==> config.mk <==
export PLATFORM = sky130hd
export DESIGN_NAME = clock_set_ctrl_flat
export DESIGN_NICKNAME = d
export VERILOG_FILES = /design/src/rtl/clock_set_ctrl_if.sv /design/src/rtl/clock_set_ctrl.sv /design/src/flat_wrapper.sv
export SDC_FILE = /design/constraint.sdc
export NUM_CORES = 1
export LEC_CHECK = 0
export ABC_AREA = 1
export CAP_MARGIN = 20
export CORE_MARGIN = 5
export CORE_UTILIZATION = 50
export CTS_CLUSTER_SIZE = 40
export DETAILED_ROUTE_END_ITERATION = 12
export GPL_ROUTABILITY_DRIVEN = 0
export PLACE_DENSITY = 0.75
export SETUP_SLACK_MARGIN = 0.5
export SLEW_MARGIN = 30
export SYNTH_ARGS = -nofsm -noshare
export SYNTH_HDL_FRONTEND = slang
export SYNTH_SLANG_ARGS = --single-unit
==> constraint.sdc <==
create_clock -name clk_1khz -period 2.2 [get_ports clk_1khz]
set_input_delay 0.44 -clock clk_1khz [delete_from_list [all_inputs] [get_ports clk_1khz]]
set_output_delay 0.44 -clock clk_1khz [all_outputs]
set_load 0.01 [all_outputs]
==> src/rtl/clock_set_ctrl_if.sv <==
// Keypad / clock-datapath bundle for the time-setting controller.
// slave = controller side, master = datapath/keypad side.
interface clock_set_ctrl_if;
   logic       key_mode;
   logic       key_inc;
   logic [4:0] cur_hr;
   logic [5:0] cur_min;
   logic [5:0] cur_sec;
   logic       set_en;
   logic [1:0] edit_field;
   logic [4:0] set_hr;
   logic [5:0] set_min;
   logic [5:0] set_sec;
   logic       load;
   logic       blink;

   modport slave (
      input  key_mode, key_inc, cur_hr, cur_min, cur_sec,
      output set_en, edit_field, set_hr, set_min, set_sec, load, blink
   );

   modport master (
      output key_mode, key_inc, cur_hr, cur_min, cur_sec,
      input  set_en, edit_field, set_hr, set_min, set_sec, load, blink
   );
endinterface

==> src/rtl/clock_set_ctrl.sv <==
// Time-setting controller: debounces mode/inc keys, walks RUN->HR->MIN->SEC
// over shadow registers, auto-repeats held inc, blinks the edited field,
// abandons an idle edit, and commits with a one-cycle load strobe.
module clock_set_ctrl #(
   parameter int DEB_MS     = 20,
   parameter int LONG_MS    = 600,
   parameter int REPEAT_MS  = 200,
   parameter int TIMEOUT_MS = 10000,
   parameter int BLINK_MS   = 250
) (
   input logic              clk_1khz,
   input logic              rst,
   clock_set_ctrl_if.slave  bus
);
   localparam int DW = $clog2(DEB_MS + 1);
   localparam int HW = $clog2(LONG_MS + 1);
   localparam int TW = $clog2(TIMEOUT_MS + 1);
   localparam int BW = $clog2(BLINK_MS + 1);

   // encodings double as the edit_field output value
   typedef enum logic [1:0] {RUN = 2'b00, SET_HR = 2'b01, SET_MIN = 2'b10, SET_SEC = 2'b11} state_t;

   // key index 0 = mode, 1 = inc
   logic [1:0]         w_key_raw;
   logic [1:0]         r_sync1, r_sync2, r_deb, r_deb_q, r_press;
   logic [1:0][DW-1:0] r_deb_cnt;

   state_t      r_state;
   logic        r_set_en, r_load, r_blink;
   logic [4:0]  r_set_hr;
   logic [5:0]  r_set_min, r_set_sec;
   logic [HW-1:0] r_hold;
   logic [TW-1:0] r_to;
   logic [BW-1:0] r_blk_cnt;

   logic w_in_set, w_mode_ev, w_inc_ev, w_rep, w_bump, w_tout;

   assign w_key_raw = {bus.key_inc, bus.key_mode};

   // synchronise, debounce (DEB_MS consecutive disagreeing samples) and edge-detect both keys
   always_ff @(posedge clk_1khz or posedge rst) begin
      if (rst) begin
         r_sync1   <= '0;
         r_sync2   <= '0;
         r_deb     <= '0;
         r_deb_q   <= '0;
         r_press   <= '0;
         r_deb_cnt <= '0;
      end else begin
         r_sync1 <= w_key_raw;
         r_sync2 <= r_sync1;
         r_deb_q <= r_deb;
         r_press <= r_deb & ~r_deb_q;
         for (int k = 0; k < 2; k++) begin
            if (r_sync2[k] == r_deb[k]) begin
               r_deb_cnt[k] <= '0;
            end else if (r_deb_cnt[k] == DW'(DEB_MS - 1)) begin
               r_deb[k]     <= ~r_deb[k];
               r_deb_cnt[k] <= '0;
            end else begin
               r_deb_cnt[k] <= r_deb_cnt[k] + 1'b1;
            end
         end
      end
   end

   // event priority: mode > increment/repeat > timeout
   assign w_in_set  = (r_state != RUN);
   assign w_mode_ev = r_press[0];
   assign w_inc_ev  = r_press[1] & ~w_mode_ev & w_in_set;
   assign w_rep     = w_in_set & r_deb[1] & ~w_mode_ev & (r_hold == HW'(LONG_MS));
   assign w_bump    = w_inc_ev | w_rep;
   assign w_tout    = w_in_set & ~w_mode_ev & ~w_bump & (r_to == TW'(TIMEOUT_MS - 1));

   // hold counter: starts at the inc press, first repeat at LONG_MS, then every REPEAT_MS
   always_ff @(posedge clk_1khz or posedge rst) begin
      if (rst)
         r_hold <= '0;
      else if (!w_in_set || !r_deb[1] || w_mode_ev || w_tout)
         r_hold <= '0;
      else if (w_rep)
         r_hold <= HW'(LONG_MS - REPEAT_MS + 1);
      else if (w_inc_ev || r_hold != '0)
         r_hold <= r_hold + 1'b1;
   end

   // inactivity counter, restarted by any press or repeat
   always_ff @(posedge clk_1khz or posedge rst) begin
      if (rst)
         r_to <= '0;
      else if (!w_in_set || w_mode_ev || w_bump || w_tout)
         r_to <= '0;
      else
         r_to <= r_to + 1'b1;
   end

   // blink: steady on in RUN, restarted on entry and increment, toggles every BLINK_MS
   always_ff @(posedge clk_1khz or posedge rst) begin
      if (rst) begin
         r_blk_cnt <= '0;
         r_blink   <= 1'b1;
      end else if (!w_in_set || w_mode_ev || w_bump || w_tout) begin
         r_blk_cnt <= '0;
         r_blink   <= 1'b1;
      end else if (r_blk_cnt == BW'(BLINK_MS - 1)) begin
         r_blk_cnt <= '0;
         r_blink   <= ~r_blink;
      end else begin
         r_blk_cnt <= r_blk_cnt + 1'b1;
      end
   end

   // mode FSM with registered outputs and shadow time registers
   always_ff @(posedge clk_1khz or posedge rst) begin
      if (rst) begin
         r_state   <= RUN;
         r_set_en  <= 1'b0;
         r_load    <= 1'b0;
         r_set_hr  <= '0;
         r_set_min <= '0;
         r_set_sec <= '0;
      end else begin
         r_load <= 1'b0;
         if (w_mode_ev) begin
            case (r_state)
               RUN: begin
                  r_state   <= SET_HR;
                  r_set_en  <= 1'b1;
                  r_set_hr  <= bus.cur_hr;
                  r_set_min <= bus.cur_min;
                  r_set_sec <= bus.cur_sec;
               end
               SET_HR:  r_state <= SET_MIN;
               SET_MIN: r_state <= SET_SEC;
               default: begin
                  r_state  <= RUN;
                  r_set_en <= 1'b0;
                  r_load   <= 1'b1;
               end
            endcase
         end else if (w_tout) begin
            r_state  <= RUN;
            r_set_en <= 1'b0;
         end else if (w_bump) begin
            case (r_state)
               SET_HR:  r_set_hr  <= (r_set_hr  >= 5'd23) ? 5'd0 : r_set_hr  + 5'd1;
               SET_MIN: r_set_min <= (r_set_min >= 6'd59) ? 6'd0 : r_set_min + 6'd1;
               SET_SEC: r_set_sec <= (r_set_sec >= 6'd59) ? 6'd0 : r_set_sec + 6'd1;
               default: ;
            endcase
         end
      end
   end

   assign bus.set_en     = r_set_en;
   assign bus.edit_field = r_state;
   assign bus.set_hr     = r_set_hr;
   assign bus.set_min    = r_set_min;
   assign bus.set_sec    = r_set_sec;
   assign bus.load       = r_load;
   assign bus.blink      = r_blink;
endmodule

==> src/flat_wrapper.sv <==
// flat-port wrapper written by rule: the top's interface ports become plain ports
module clock_set_ctrl_flat 
#(
   parameter int DEB_MS     = 20,
   parameter int LONG_MS    = 600,
   parameter int REPEAT_MS  = 200,
   parameter int TIMEOUT_MS = 10000,
   parameter int BLINK_MS   = 250
)
  (clk_1khz, rst, bus_key_mode, bus_key_inc, bus_cur_hr, bus_cur_min, bus_cur_sec, bus_set_en, bus_edit_field, bus_set_hr, bus_set_min, bus_set_sec, bus_load, bus_blink);
  clock_set_ctrl_if bus_i ();
  input logic clk_1khz;
  input logic rst;
  input wire logic [$bits(bus_i.key_mode)-1:0] bus_key_mode;
  input wire logic [$bits(bus_i.key_inc)-1:0] bus_key_inc;
  input wire logic [$bits(bus_i.cur_hr)-1:0] bus_cur_hr;
  input wire logic [$bits(bus_i.cur_min)-1:0] bus_cur_min;
  input wire logic [$bits(bus_i.cur_sec)-1:0] bus_cur_sec;
  output wire logic [$bits(bus_i.set_en)-1:0] bus_set_en;
  output wire logic [$bits(bus_i.edit_field)-1:0] bus_edit_field;
  output wire logic [$bits(bus_i.set_hr)-1:0] bus_set_hr;
  output wire logic [$bits(bus_i.set_min)-1:0] bus_set_min;
  output wire logic [$bits(bus_i.set_sec)-1:0] bus_set_sec;
  output wire logic [$bits(bus_i.load)-1:0] bus_load;
  output wire logic [$bits(bus_i.blink)-1:0] bus_blink;
  assign bus_i.key_mode = bus_key_mode;
  assign bus_i.key_inc = bus_key_inc;
  assign bus_i.cur_hr = bus_cur_hr;
  assign bus_i.cur_min = bus_cur_min;
  assign bus_i.cur_sec = bus_cur_sec;
  assign bus_set_en = bus_i.set_en;
  assign bus_edit_field = bus_i.edit_field;
  assign bus_set_hr = bus_i.set_hr;
  assign bus_set_min = bus_i.set_min;
  assign bus_set_sec = bus_i.set_sec;
  assign bus_load = bus_i.load;
  assign bus_blink = bus_i.blink;
  clock_set_ctrl #(.DEB_MS(DEB_MS), .LONG_MS(LONG_MS), .REPEAT_MS(REPEAT_MS), .TIMEOUT_MS(TIMEOUT_MS), .BLINK_MS(BLINK_MS)) u_core (.clk_1khz(clk_1khz), .rst(rst), .bus(bus_i));
endmodule
==> impl_results.md, run 1 <==
- Critical path launch point type: flip-flop
- Cell area after layout: 5010 µm²
- Final nets: 604
- Pin count of the biggest net entering global routing: 32
- RR Endpoint: u_core.bus.set_min[0]
- Setup_tns: 0 ns
- Status: finished, final reports clean
- Type of the worst setup path: flip-flop to flip-flop
- Vias per Instance: 5.04
- Top cells by count, synth: nand2_1, nor2_1, dfrtp_1
- TritonCTS buffer count: 9
- Most frequent cell after synthesis: nand2_1
- Sequential Area: 1850 µm²
- Final Hold Fails: 0
- Worst Path Arrival: 1.92 ns
- Avg Inst Size Synth: 8.07 µm²
- Final Routed Wirelength: 8410 µm
- Hold path start: u_core.r_sync1[0]
- Total Routing Usage GR: 17.3%
- Final antenna-violating net count: 0
- Area after DPL: 4590 µm²
- Total gr overflow: 0
- Worst Skew: 0.00581 ns
- Final number of setup-violating endpoints: 0
- Hold Crit Endpoint: u_core.r_sync2[0]
- Post-CTS Hold Fix Bufs: 0
- Inserted Diodes: 0
- Period utilization: 76.2%
- Min-Delay Path Depth: 0
- Crit path cell chain: inv_2 -> ha_4 -> nor2_8 -> nand2_4 -> nor2_4 -> nand2_4 -> nand2_4 -> nand2_4 -> nand2_4 -> inv_4 -> nand2_1 -> nand2_1
- Post-synth ARST share: 100%
- Max incr delay on CP: 0.38 ns
- CP max stage cell: dfrtp_1
- RSZ-0062 raised after global routing: true
- Leak Pwr: 2.37 nW
- Ys Warns: 0
- Synth top area cells: dfrtp_1, nand2_1, nor2_1, nand3_1, inv_1
- PD cells: 477 nW/µm²
- Worst vdd ir: 0.492 mV
- Routed wire per std cell: 12.5 µm
- Dpl ws: 0.423 ns
- R2R cell count: 12
- CTS tree: done
- Post-synth top area cell: dfrtp_1
- Later-pin clock latency in the skew report: 0.34 ns
- Crit-path max FO: 6
- Slew headroom: 76.2%
- CTS clk-pin slew, worst paths: 0.07 ns
- Syn nets: 531
- Worst EP required: 2.44 ns
- Root Buffer: clkbuf_8
- CP endpoint kind: flip-flop
- Synth-to-Final Area Change: 25.2%
- Standard-cell rows: 32
- Main synth FF type: dfrtp_1
- Overall Power: 2.39 mW
- Initial antenna violation count: 0
- Number of detailed-route iterations in the first pass: 4
- Cells after synthesis: 496
- Fin util: 64.5%
- Longest Clk Path Bufs: 2
- Via count: 3400
- Total clock sinks: 74
- Final setup margin: 0.523 ns
- Vias in the first global route: 3242
- R2R setup slack: 0.52 ns
- Min Tclk post-route: 1.68 ns
- Hold Path Class: flip-flop to flip-flop
- Post-synth EDFFs: 0
- Starting density of the core: 51.5%
- Synthesized area: 4000 µm²
- Seq pwr share: 57.7%
- Internal: 1.83 mW
- # port buffers: 42
- Ports: 43
- Iteration-0 DRC Markers: 198
- FILL cells: 639
- Net Sw Power: 565 µW
- # H-tree levels: 3
- Comb pwr share: 4.2%
- Maxcap violations: 0
- Reg2Reg Launch Point: u_core.bus.edit_field[1]
- Area taken by multi-input logic gates: 2020 µm²
- Share of cells above drive strength 1: 16.2%
- Yosys reg bits: 74
- Number of library cell types mapped by synthesis: 34
- Synth top area share: 45.6%
- Switching share of power: 23.6%
- Critical Path Most Common Cell: nand2_4
- Drc violations: 0
- Final HPWL DP: 5930 µm
- Fmax: 596 MHz
- Die width: 99.5 µm
- Die height: 99.5 µm
- Max Slew Vio Count: 0
- Core box area: 7770 µm²
- Sequential fraction of the synthesis area: 46.3%
- Clock share of power: 38.1%
- Worst-Margin Slew: 0.357 ns
- Global-route wire length before repair: 14100 µm
- Die ar.: 9900 µm²
## area by class of cell
type,instances,area share (%)
Clock buffer,9,2.47
Clock inverter,6,0.849
Inverter,59,4.64
Multi-Input combinational cell,360,40.4
Sequential cell,74,37.0
Tap cell,102,2.55
Timing Repair Buffer,65,12.2
## registers in the layout, indices dropped and copies added, names as in the netlist, 2 cells and up
register               cells
u_core.r_blk_cnt           8
u_core.r_deb               2
u_core.r_deb_cnt          10
u_core.bus.edit_field      2
u_core.r_hold             10
u_core.r_to               14
u_core.bus.set_hr          5
u_core.r_sync2             2
u_core.bus.set_sec         6
u_core.r_sync1             2
u_core.bus.set_min         6
u_core.r_deb_q             2
u_core.r_press             2
## placed cells by master, fill, tap and decap left out, types with 8 or more instances in the layout
master           count
nand2_1            109
a21oi_1             10
buf_4               21
nand3_1             43
clkdlybuf4s50_1     21
nand2_2              8
nand2_4              9
dfrtp_1             73
nor2_1              76
inv_1               49
ha_1                10
dlygate4sd2_1       16
o21ai_0             11
xor2_1              17
o21ai_1             13
clkbuf_8             9
## stage by stage
| step | std cells | hold WS [ns] |
|---|---|---|
| finish | 675 | 0.358 |
| global route | 675 | 0.380 |
| CTS | 664 | 0.364 |
| detailed placement | 640 | 0.346 |
| global placement | 640 | 0.334 |
| floorplan | 496 | 0.331 |
## routing by layer
metal	global-route usage, %	wire length [µm]	vias to the layer above
met5	0	0	-
met4	4.20	93	0
met3	4.63	426	12
met2	29.3	4190	93
met1	22.1	3700	1570
li1	-	-	1725
## cells by family after synthesis
logic type | count (synthesis) | share of synthesized area (%)
compound gates | 39 | 5.09
xor+xnor | 24 | 5.25
fa+ha+maj | 14 | 4.38
buf+inv | 63 | 6.12
flops | 74 | 46.3
simple gates | 282 | 32.9
## power groups by stage
stage	Sequential (mW)	Combinational [mW]	Clock, mW
after floorplan	1.41	0.0438	0
after global placement	1.41	0.101	0
after detailed placement	1.41	0.102	0
after CTS	1.38	0.103	0.942
after global routing	1.38	0.114	1.00
final	1.38	0.101	0.911
## worst max path at each step
stage	slack [ns]	end	startpoint	depth (start not counted)
after floorplan	0.53	u_core.bus.set_min[0]	u_core.bus.edit_field[0]	12
after global placement	0.50	u_core.bus.set_hr[2]	u_core.bus.edit_field[0]	12
after detailed placement	0.42	u_core.bus.set_hr[4]	u_core.bus.edit_field[0]	12
after CTS	0.50	bus_set_sec[1]	u_core.bus.set_sec[1]	1
after global routing	0.43	u_core.bus.set_min[2]	u_core.bus.edit_field[1]	12
final	0.52	u_core.bus.set_min[0]	u_core.bus.edit_field[1]	12
## critical path, delay by kind of cell, from the launching register on
kind	cells	cell delay (ns)
simple gates	9	0.89
flops	1	0.38
fa+ha+maj	1	0.18
buf+inv	2	0.11
## timing repair
item	in CTS	in global routing
pin swaps	0	11
setup endpoints to repair	67	56
setup buffers	9	10
gates cloned	0	1
gates resized for setup	17	39
No activity file was read; power rests on OpenSTA's default activity.
==> run 2, diff against run 1 <==
==> constraint.sdc (replaced) <==
create_clock -name clk_1khz -period 1.4 [get_ports clk_1khz]
set_input_delay 0.28 -clock clk_1khz [delete_from_list [all_inputs] [get_ports clk_1khz]]
set_output_delay 0.28 -clock clk_1khz [all_outputs]
set_load 0.01 [all_outputs]
==> run 2 against run 1 <==
  * The flow now finishes with violations (setup timing)
  * Sequential power up 58%
  * Total power up 84%
  * Via count up 9.9%
  * Core utilization up 9.0 points
  * First-iteration DRC count down 12%
  * Critical path depth unchanged
  * Wire length up 18%
  * Critical path type unchanged
  * Critical endpoint is now u_core.bus.set_min[5]
  * Highest routed layer unchanged
==> impl_results.md, run 2 (synthesis results as in run 1) <==
- Status: complete, but fails checks
- Failing checks: setup timing
- Final nets: 665
- Standard-cell rows: 32
- Clock share of power: 45.8%
- Net Sw Power: 937 µW
- Die width: 99.5 µm
- Initial antenna violation count: 0
- Fin util: 73.6%
- Cell area after layout: 5720 µm²
- Max incr delay on CP: 0.38 ns
- Worst Path Arrival: 1.85 ns
- Top flop regs: u_core.r_to: 14 flops, u_core.r_deb_cnt: 10 flops, u_core.r_hold: 10 flops
- CP endpoint kind: flip-flop
- Max Slew Vio Count: 0
- Number of detailed-route iterations in the first pass: 5
- Share of cells above drive strength 1: 33.1%
- Setup_tns: -7.81 ns
- Crit path cell chain: inv_2 -> ha_4 -> nor2_8 -> nand2_4 -> nor2_4 -> nand2_4 -> nand2_4 -> nand2_4 -> nand2_4 -> inv_4 -> nand2_1 -> nand2_1
- Area after DPL: 5050 µm²
- Commonest non-fill, non-tap cell in the layout: nand2_1
- Critical Path Most Common Cell: nand2_4
- Min Tclk post-route: 1.62 ns
- Leak Pwr: 2.73 nW
- Iteration-0 DRC Markers: 174
- Fmax: 618 MHz
- Worst EP required: 1.64 ns
- Slew headroom: 73.3%
- # H-tree levels: 3
- Vias in the first global route: 3709
- Internal: 3.46 mW
- Worst Skew: 0.0106 ns
- Core box area: 7770 µm²
- Final number of setup-violating endpoints: 54
- Drc violations: 0
- Critical path launch point type: flip-flop
- Maxcap violations: 0
- Worst path top cell family by delay: simple AND/OR/NAND/NOR gates
- RSZ-0062 raised after global routing: true
- Synth-to-Final Area Change: 42.7%
- Starting density of the core: 51.5%
- Final Routed Wirelength: 9890 µm
- Largest register FFs: 14
- Period utilization: 116%
- Overall Power: 4.39 mW
- Total clock sinks: 74
- Area taken by multi-input logic gates: 2220 µm²
- Reg with most FFs: u_core.r_to
- Root Buffer: clkbuf_8
- Later-pin clock latency in the skew report: 0.35 ns
- Final antenna-violating net count: 0
- Final HPWL DP: 6490 µm
- Sequential Area: 1860 µm²
- Pin count of the biggest net entering global routing: 37
- Via count: 3738
- Die ar.: 9900 µm²
- Worst-Margin Slew: 0.401 ns
- FILL cells: 564
- PD cells: 769 nW/µm²
- Type of the worst setup path: flip-flop to flip-flop
- Total Routing Usage GR: 20.5%
- Comb pwr share: 4.5%
- Switching share of power: 21.3%
- Hold Path Class: input pin to async pin
- Seq pwr share: 49.6%
- Crit-path max FO: 6
- Final setup margin: -0.217 ns
- Worst vdd ir: 0.736 mV
- CTS tree: done
- Longest Clk Path Bufs: 2
- Final Hold Fails: 0
- CP max stage cell: dfrtp_2
- Dpl ws: -0.210 ns
- Total gr overflow: 0
- Global-route wire length before repair: 16600 µm
- CTS clk-pin slew, worst paths: 0.08 ns
- Die height: 99.5 µm
- # port buffers: 42
- Commonest non-fill, non-tap cells in the layout: nand2_1, buf_4, dfrtp_1
- CP bufs+invs: 2
- Routed wire per std cell: 13.4 µm
- Ports: 43
- TritonCTS buffer count: 9
- Inserted Diodes: 0
- R2R setup slack: -0.22 ns
- Vias per Instance: 5.07
==> run 2: layer usage <==
metal | up-vias | wire length (µm) | global-route usage [%]
met2 | 70 | 5290 | 37.0
met1 | 1808 | 4110 | 24.3
met4 | 0 | 141 | 6.62
met5 | - | 0 | 0
li1 | 1847 | - | -
met3 | 13 | 341 | 4.00
==> run 2: worst paths after layout <==
kind                                          startpoint                     to  depth (start not counted)
worst min register to register         u_core.r_sync1[1]      u_core.r_sync2[1]                          0
worst max register to register  u_core.bus.edit_field[1]  u_core.bus.set_min[5]                         12
worst min-delay path                                 rst      u_core.r_sync1[0]                          2
max in group asynchronous                            rst  u_core.bus.set_sec[3]                          3
worst max-delay path            u_core.bus.edit_field[1]  u_core.bus.set_min[5]                         12
min in group clk_1khz                  u_core.r_sync1[1]      u_core.r_sync2[1]                          0
==> run 2: timing repair <==
action                                  CTS  global route
gates resized for setup                 140            28
pin swaps                                 6             6
buffers inserted                         18            10
cloned                                    2             0
hold buffers                              0             0
endpoints found under the setup margin   87            88
==> run 2: stage by stage <==
| step | hold WS, ns | std cells |
|---|---|---|
| 6_report | 0.224 | 737 |
| 5_1_grt | 0.223 | 737 |
| 4_1_cts | 0.215 | 727 |
| 3_5_place_dp | 0.337 | 691 |
| 3_3_place_gp | 0.333 | 691 |
| 2_1_floorplan | 0.311 | 496 |
==> run 2: cell type report <==
type | instances | area share (%)
well taps | 102 | 2.23
flip-flops and latches | 74 | 32.6
multi-input cells | 361 | 38.8
clock inverters | 6 | 2.01
inverters | 59 | 4.07
clock buffers | 10 | 2.23
repair buffers | 125 | 18.1
==> run 2: power groups by stage <==
| stage | clock [mW] | combinational [mW] | sequential (mW) |
|---|---|---|---|
| 3_3_place_gp | 0 | 0.169 | 2.22 |
| 4_1_cts | 2.06 | 0.192 | 2.18 |
| 6_report | 2.01 | 0.200 | 2.18 |
| 5_1_grt | 2.15 | 0.223 | 2.18 |
| 3_5_place_dp | 0 | 0.174 | 2.22 |
| 2_1_floorplan | 0 | 0.0759 | 2.22 |
